--- src/rtl/instr_encoder.sv ---
// rtl/instr_encoder.sv - MIPS instruction encoder with a small output FIFO
package instr_encoder_pkg;

    typedef logic [31:0] word_t;

    typedef enum logic [5:0] {
        OP_NOP,
        OP_SLL, OP_SRL, OP_SRA, OP_SLLV, OP_SRLV, OP_SRAV,
        OP_JR, OP_JALR, OP_SYSCALL, OP_BREAK,
        OP_MFHI, OP_MTHI, OP_MFLO, OP_MTLO,
        OP_MULT, OP_MULTU, OP_DIV, OP_DIVU,
        OP_ADD, OP_ADDU, OP_SUB, OP_SUBU,
        OP_AND, OP_OR, OP_XOR, OP_NOR, OP_SLT, OP_SLTU,
        OP_BLTZ, OP_BGEZ, OP_BLTZAL, OP_BGEZAL,
        OP_J, OP_JAL, OP_BEQ, OP_BNE, OP_BLEZ, OP_BGTZ,
        OP_ADDI, OP_ADDIU, OP_SLTI, OP_SLTIU, OP_ANDI, OP_ORI, OP_XORI, OP_LUI,
        OP_LB, OP_LH, OP_LW, OP_LBU, OP_LHU, OP_SB, OP_SH, OP_SW,
        OP_MFC0, OP_MTC0, OP_ERET,
        OP_DECODE_ERROR
    } op_t;

endpackage

module instr_encoder
    import instr_encoder_pkg::*;
#(
    parameter int DEPTH = 4
) (
    input  logic        clk,
    input  logic        resetn,
    input  logic        in_valid,
    output logic        in_ready,
    input  op_t         op,
    input  logic [4:0]  rs,
    input  logic [4:0]  rt,
    input  logic [4:0]  rd,
    input  logic [4:0]  shamt,
    input  logic [15:0] imm,
    input  logic [25:0] target,
    output logic        out_valid,
    input  logic        out_ready,
    output word_t       out_instr,
    output logic        err,
    output logic [15:0] emit_count
);

    localparam int AW = (DEPTH > 1) ? $clog2(DEPTH) : 1;
    localparam int CW = AW + 1;
    localparam logic [CW-1:0] FULL = CW'(DEPTH);

    function automatic word_t rtype(input logic [4:0] f_rs, input logic [4:0] f_rt,
                                    input logic [4:0] f_rd, input logic [4:0] f_sh,
                                    input logic [5:0] funct);
        return {6'h00, f_rs, f_rt, f_rd, f_sh, funct};
    endfunction

    function automatic word_t itype(input logic [5:0] opc, input logic [4:0] f_rs,
                                    input logic [4:0] f_rt, input logic [15:0] f_imm);
        return {opc, f_rs, f_rt, f_imm};
    endfunction

    word_t enc_word;
    logic  enc_ok;

    always_comb begin
        enc_word = '0;
        enc_ok   = 1'b1;
        case (op)
            OP_NOP:     enc_word = '0;
            // shifts by constant take no rs; SLL with rd=0 is legal and may equal NOP
            OP_SLL:     enc_word = rtype(5'd0, rt, rd, shamt, 6'h00);
            OP_SRL:     enc_word = rtype(5'd0, rt, rd, shamt, 6'h02);
            OP_SRA:     enc_word = rtype(5'd0, rt, rd, shamt, 6'h03);
            OP_SLLV:    enc_word = rtype(rs, rt, rd, 5'd0, 6'h04);
            OP_SRLV:    enc_word = rtype(rs, rt, rd, 5'd0, 6'h06);
            OP_SRAV:    enc_word = rtype(rs, rt, rd, 5'd0, 6'h07);
            OP_JR:      enc_word = rtype(rs, 5'd0, 5'd0, 5'd0, 6'h08);
            OP_JALR:    enc_word = rtype(rs, 5'd0, rd, 5'd0, 6'h09);
            OP_SYSCALL: enc_word = rtype(5'd0, 5'd0, 5'd0, 5'd0, 6'h0C);
            OP_BREAK:   enc_word = rtype(5'd0, 5'd0, 5'd0, 5'd0, 6'h0D);
            OP_MFHI:    enc_word = rtype(5'd0, 5'd0, rd, 5'd0, 6'h10);
            OP_MTHI:    enc_word = rtype(rs, 5'd0, 5'd0, 5'd0, 6'h11);
            OP_MFLO:    enc_word = rtype(5'd0, 5'd0, rd, 5'd0, 6'h12);
            OP_MTLO:    enc_word = rtype(rs, 5'd0, 5'd0, 5'd0, 6'h13);
            OP_MULT:    enc_word = rtype(rs, rt, 5'd0, 5'd0, 6'h18);
            OP_MULTU:   enc_word = rtype(rs, rt, 5'd0, 5'd0, 6'h19);
            OP_DIV:     enc_word = rtype(rs, rt, 5'd0, 5'd0, 6'h1A);
            OP_DIVU:    enc_word = rtype(rs, rt, 5'd0, 5'd0, 6'h1B);
            OP_ADD:     enc_word = rtype(rs, rt, rd, 5'd0, 6'h20);
            OP_ADDU:    enc_word = rtype(rs, rt, rd, 5'd0, 6'h21);
            OP_SUB:     enc_word = rtype(rs, rt, rd, 5'd0, 6'h22);
            OP_SUBU:    enc_word = rtype(rs, rt, rd, 5'd0, 6'h23);
            OP_AND:     enc_word = rtype(rs, rt, rd, 5'd0, 6'h24);
            OP_OR:      enc_word = rtype(rs, rt, rd, 5'd0, 6'h25);
            OP_XOR:     enc_word = rtype(rs, rt, rd, 5'd0, 6'h26);
            OP_NOR:     enc_word = rtype(rs, rt, rd, 5'd0, 6'h27);
            OP_SLT:     enc_word = rtype(rs, rt, rd, 5'd0, 6'h2A);
            OP_SLTU:    enc_word = rtype(rs, rt, rd, 5'd0, 6'h2B);
            // REGIMM branches carry their condition in the rt slot
            OP_BLTZ:    enc_word = itype(6'h01, rs, 5'h00, imm);
            OP_BGEZ:    enc_word = itype(6'h01, rs, 5'h01, imm);
            OP_BLTZAL:  enc_word = itype(6'h01, rs, 5'h10, imm);
            OP_BGEZAL:  enc_word = itype(6'h01, rs, 5'h11, imm);
            OP_J:       enc_word = {6'h02, target};
            OP_JAL:     enc_word = {6'h03, target};
            OP_BEQ:     enc_word = itype(6'h04, rs, rt, imm);
            OP_BNE:     enc_word = itype(6'h05, rs, rt, imm);
            OP_BLEZ:    enc_word = itype(6'h06, rs, 5'd0, imm);
            OP_BGTZ:    enc_word = itype(6'h07, rs, 5'd0, imm);
            OP_ADDI:    enc_word = itype(6'h08, rs, rt, imm);
            OP_ADDIU:   enc_word = itype(6'h09, rs, rt, imm);
            OP_SLTI:    enc_word = itype(6'h0A, rs, rt, imm);
            OP_SLTIU:   enc_word = itype(6'h0B, rs, rt, imm);
            OP_ANDI:    enc_word = itype(6'h0C, rs, rt, imm);
            OP_ORI:     enc_word = itype(6'h0D, rs, rt, imm);
            OP_XORI:    enc_word = itype(6'h0E, rs, rt, imm);
            OP_LUI:     enc_word = itype(6'h0F, 5'd0, rt, imm);
            OP_LB:      enc_word = itype(6'h20, rs, rt, imm);
            OP_LH:      enc_word = itype(6'h21, rs, rt, imm);
            OP_LW:      enc_word = itype(6'h23, rs, rt, imm);
            OP_LBU:     enc_word = itype(6'h24, rs, rt, imm);
            OP_LHU:     enc_word = itype(6'h25, rs, rt, imm);
            OP_SB:      enc_word = itype(6'h28, rs, rt, imm);
            OP_SH:      enc_word = itype(6'h29, rs, rt, imm);
            OP_SW:      enc_word = itype(6'h2B, rs, rt, imm);
            OP_MFC0:    enc_word = 32'h4000_0000 | {11'd0, rt, rd, 11'd0};
            OP_MTC0:    enc_word = 32'h4080_0000 | {11'd0, rt, rd, 11'd0};
            OP_ERET:    enc_word = 32'h4200_0018;
            default:    enc_ok   = 1'b0;
        endcase
    end

    word_t           mem [DEPTH];
    logic [AW-1:0]   wr_ptr;
    logic [AW-1:0]   rd_ptr;
    logic [CW-1:0]   count;
    logic            accept;
    logic            push;
    logic            pop;

    assign in_ready  = (count < FULL);
    assign out_valid = (count != '0);
    // mask the head so a drained or freshly reset FIFO shows zero, not stale storage
    assign out_instr = out_valid ? mem[rd_ptr] : '0;
    assign accept    = in_valid && in_ready;
    assign push      = accept && enc_ok;
    assign pop       = out_valid && out_ready;

    always_ff @(posedge clk) begin
        if (push) begin
            mem[wr_ptr] <= enc_word;
        end
    end

    always_ff @(posedge clk) begin
        if (!resetn) begin
            wr_ptr     <= '0;
            rd_ptr     <= '0;
            count      <= '0;
            err        <= 1'b0;
            emit_count <= '0;
        end else begin
            err <= accept && !enc_ok;
            if (push) begin
                wr_ptr <= (wr_ptr == AW'(DEPTH - 1)) ? '0 : wr_ptr + AW'(1);
            end
            if (pop) begin
                rd_ptr     <= (rd_ptr == AW'(DEPTH - 1)) ? '0 : rd_ptr + AW'(1);
                emit_count <= emit_count + 16'd1;
            end
            case ({push, pop})
                2'b10:   count <= count + CW'(1);
                2'b01:   count <= count - CW'(1);
                default: count <= count;
            endcase
        end
    end

endmodule

--- config.mk ---
export PLATFORM = sky130hd
export DESIGN_NAME = instr_encoder
export DESIGN_NICKNAME = d
export VERILOG_FILES = /design/src/rtl/instr_encoder.sv
export SDC_FILE = /design/constraint.sdc
export NUM_CORES = 1
export LEC_CHECK = 0
export CAP_MARGIN = 40
export CORE_MARGIN = 4
export CORE_UTILIZATION = 45
export DETAILED_ROUTE_END_ITERATION = 6
export PLACE_DENSITY_LB_ADDON = 0.08
export SYNTH_ARGS = -nofsm -noshare
export SYNTH_HDL_FRONTEND = slang
export SYNTH_SLANG_ARGS = --single-unit
--- constraint.sdc ---
create_clock -name clk -period 2.6 [get_ports clk]
set_clock_uncertainty 0.15 [all_clocks]
set_input_delay 0.52 -clock clk [delete_from_list [all_inputs] [get_ports clk]]
set_output_delay 0.52 -clock clk [all_outputs]
set_load 0.01 [all_outputs]
==> results.tsv <==
metric	value	unit
status	finished, violations left	
failing checks	negative setup slack	
synth-to-layout area growth	37.0	%
top cell type's share of synthesized area	52.9	%
cell with the most instances after synthesis	edfxtp_1	
Worst Setup End Kind	output port	
CP max FO	7	
Synth async-reset ratio	0	%
Via density	5.39	
Post-CTS Hold Buffers	0	
Mapped Cells	530	
PortBufs	122	
Worst Tran Pin Value	0.716	ns
Initial Utilization	45.9	%
Nets	807	
Vias	5154	
Total Routing Usage GR	20.9	%
core outline area	15800	um2
worst reg2reg setup slack	0.49	ns
Yosys warning total	0	
largest net degree at the start of global routing	33	
final hold slack	0.357	ns
Detailed Route WL	18.3	mm
antenna cell count	0	
HPWL Detailed	12.9	mm
max_cap viols	0	
f_max	383	MHz
Final ANT Viol Nets	0	
worst vdd ir	477	uV
clk buf depth	2	
HP Class	flop to flop	
chip width	135	um
H-Tree Depth	4	
Post-DP Area	9360	um2
crit path DAT	1.94	ns
most area-consuming cells after synthesis	edfxtp_1 53%, mux4_2 9.9%, dfxtp_1 7.2%	
pwr/cell area	812	nW/um2
synth unique cells	64	
Max-slew headroom	52.1	%
sequential element share of the synthesized area	60.1	%
height of the die	135	um
post-layout minimum cycle time	2.61	ns
Die ar.	18200	um2
Cells after DPL	917	
Post-synth EDFFs	128	
Clk Latency, worst-skew pair	0.42	ns
initial antenna violation count	0	
vias in the first global route	5288	
Worst-path clk slew	0.06	ns
Final Instance Count excl. Fillers	956	
Post-Syn Nets	610	
share of cells above drive strength 1	27.6	%
CTS Root Cell	clkbuf_16	
clock sink count	154	
static leakage	0.00363	uW
Synth top cells by count	128 x edfxtp_1, 36 x nor2b_1, 32 x mux4_2, 28 x inv_1, 28 x nand2_1	
RePlAce Congestion	0.862	
M1 GR Usage	29.6	%
final count of hold timing violations	0	
final period utilization	100	%
io pins	123	
Rows	46	
Setup CP Type	flop to output port	
Num CTS Buffers	17	
CTS tree	done	
fin. max-slew vios	0	
remaining routing DRC violations	0	
M2 GR Usage	32.7	%
global-route wire length before repair	28.9	mm
met3 Track Usage GR	5.40	%
Final Cell Area	9950	um2
required time of the critical path	1.93	ns
Final WS setup	-0.0127	ns
worst slack at placement	-0.424	ns
initial drt markers	442	
grt total ovfl	0	
RSZ-0062 raised after global routing	true	
setup_tns	-0.0193	ns
largest area contributor in the synthesized netlist	edfxtp_1	
Top Usage Layer GRT	met2	
synthesized area	7260	um2
FF+latch count, synth	154	
# setup viols final	3	
ys flop type	edfxtp_1	
drt pass-1 iters	5	
average size of a mapped cell	13.7	um2
DR WL/cell	19.2	um
Startpoint Class	flop	
==> path summary, 6_finish.rpt <==
check / from / to / cells past startpoint
max reg2reg: count[2] / count[2] / 8
min reg2reg: rd_ptr[1] / flop / 2
max: flop / out_instr[26] / 6
min: rd_ptr[1] / flop / 2
==> placed cells by master (no fill, tap or decap), drive strengths merged, types with 5 or more instances in the layout <==
cell and n:
and3 5, a21boi 6, clkinv 8, ha 7
nor3 13, a22o 8, a21oi 19, edfxtp 128
o221ai 6, dfxtp 26, o21ai 18, a221o 11
nand2 28, o22ai 7, clkbuf 20, nor2 14
nand2b 6, mux4 32, clkdlybuf4s15 7, inv 30
a22oi 6, buf 108, dlygate4sd2 6, and2 21
clkdlybuf4s50 90, nand3 12, xnor2 13, nor2b 37
==> per-stage QoR <==
step / total power, uW / utilization (%)
final: 8080 / 62.9
after global placement: 5930 / 59.1
after detailed placement: 5970 / 59.1
after CTS: 8180 / 62.7
after global routing: 8520 / 62.9
after floorplan: 4490 / -
==> where the power goes <==
group	switching [uW]	internal, uW	total (uW)
registers	116	2970	3090
clock network	930	1300	2230
logic	1310	1450	2760
total	2360	5720	8080
==> layer usage <==
| metal | up-vias | part of all wire (%) |
|---|---|---|
| li1 | 2417 | - |
| met1 | 2535 | 45 |
| met2 | 180 | 48 |
| met3 | 22 | 6.8 |
| met4 | 0 | 1.0 |
| met5 | - | 0 |
==> flip-flops by register name, summed over array words and instances, names as in the netlist, named ones only <==
signal and count:
rd_ptr 2, mem 128, emit_count 16, err 1, wr_ptr 2, count 3
==> worst max-delay path: stages, from the launching register on <==
cell,delay (ns)
dfxtp_4,0.38
buf_4,0.13
buf_12,0.13
buf_4,0.11
mux4_2,0.49
nor2b_4,0.15
clkbuf_2,0.13
==> cell type report <==
type	count	area [um2]
Tap cell	216	270
Inverter	29	109
Sequential cell	154	4370
Multi-Input combinational cell	313	2690
Timing Repair Buffer	212	1980
Fill cell	1255	5870
Clock buffer	19	433
Clock inverter	13	104
==> logic make-up after synthesis <==
| family | count (synthesis) | share of synthesized area, % |
|---|---|---|
| muxes | 36 | 10.5 |
| xor gates and xnor gates | 15 | 1.81 |
| adders and majority gates | 8 | 1.48 |
| DFF | 154 | 60.1 |
| AOI/OAI and AO/OA | 101 | 10.6 |
| buffers and inverters | 63 | 3.93 |
| and+or+nand+nor | 153 | 11.7 |
==> what timing repair did <==
item	in CTS	in global routing
setup endpoints to repair	33	46
pin swaps	0	1
endpoints found under the hold margin	0	0
resized for setup	108	17
cloned	1	0
buffers inserted	6	3
(Power assumes the default switching activity.)
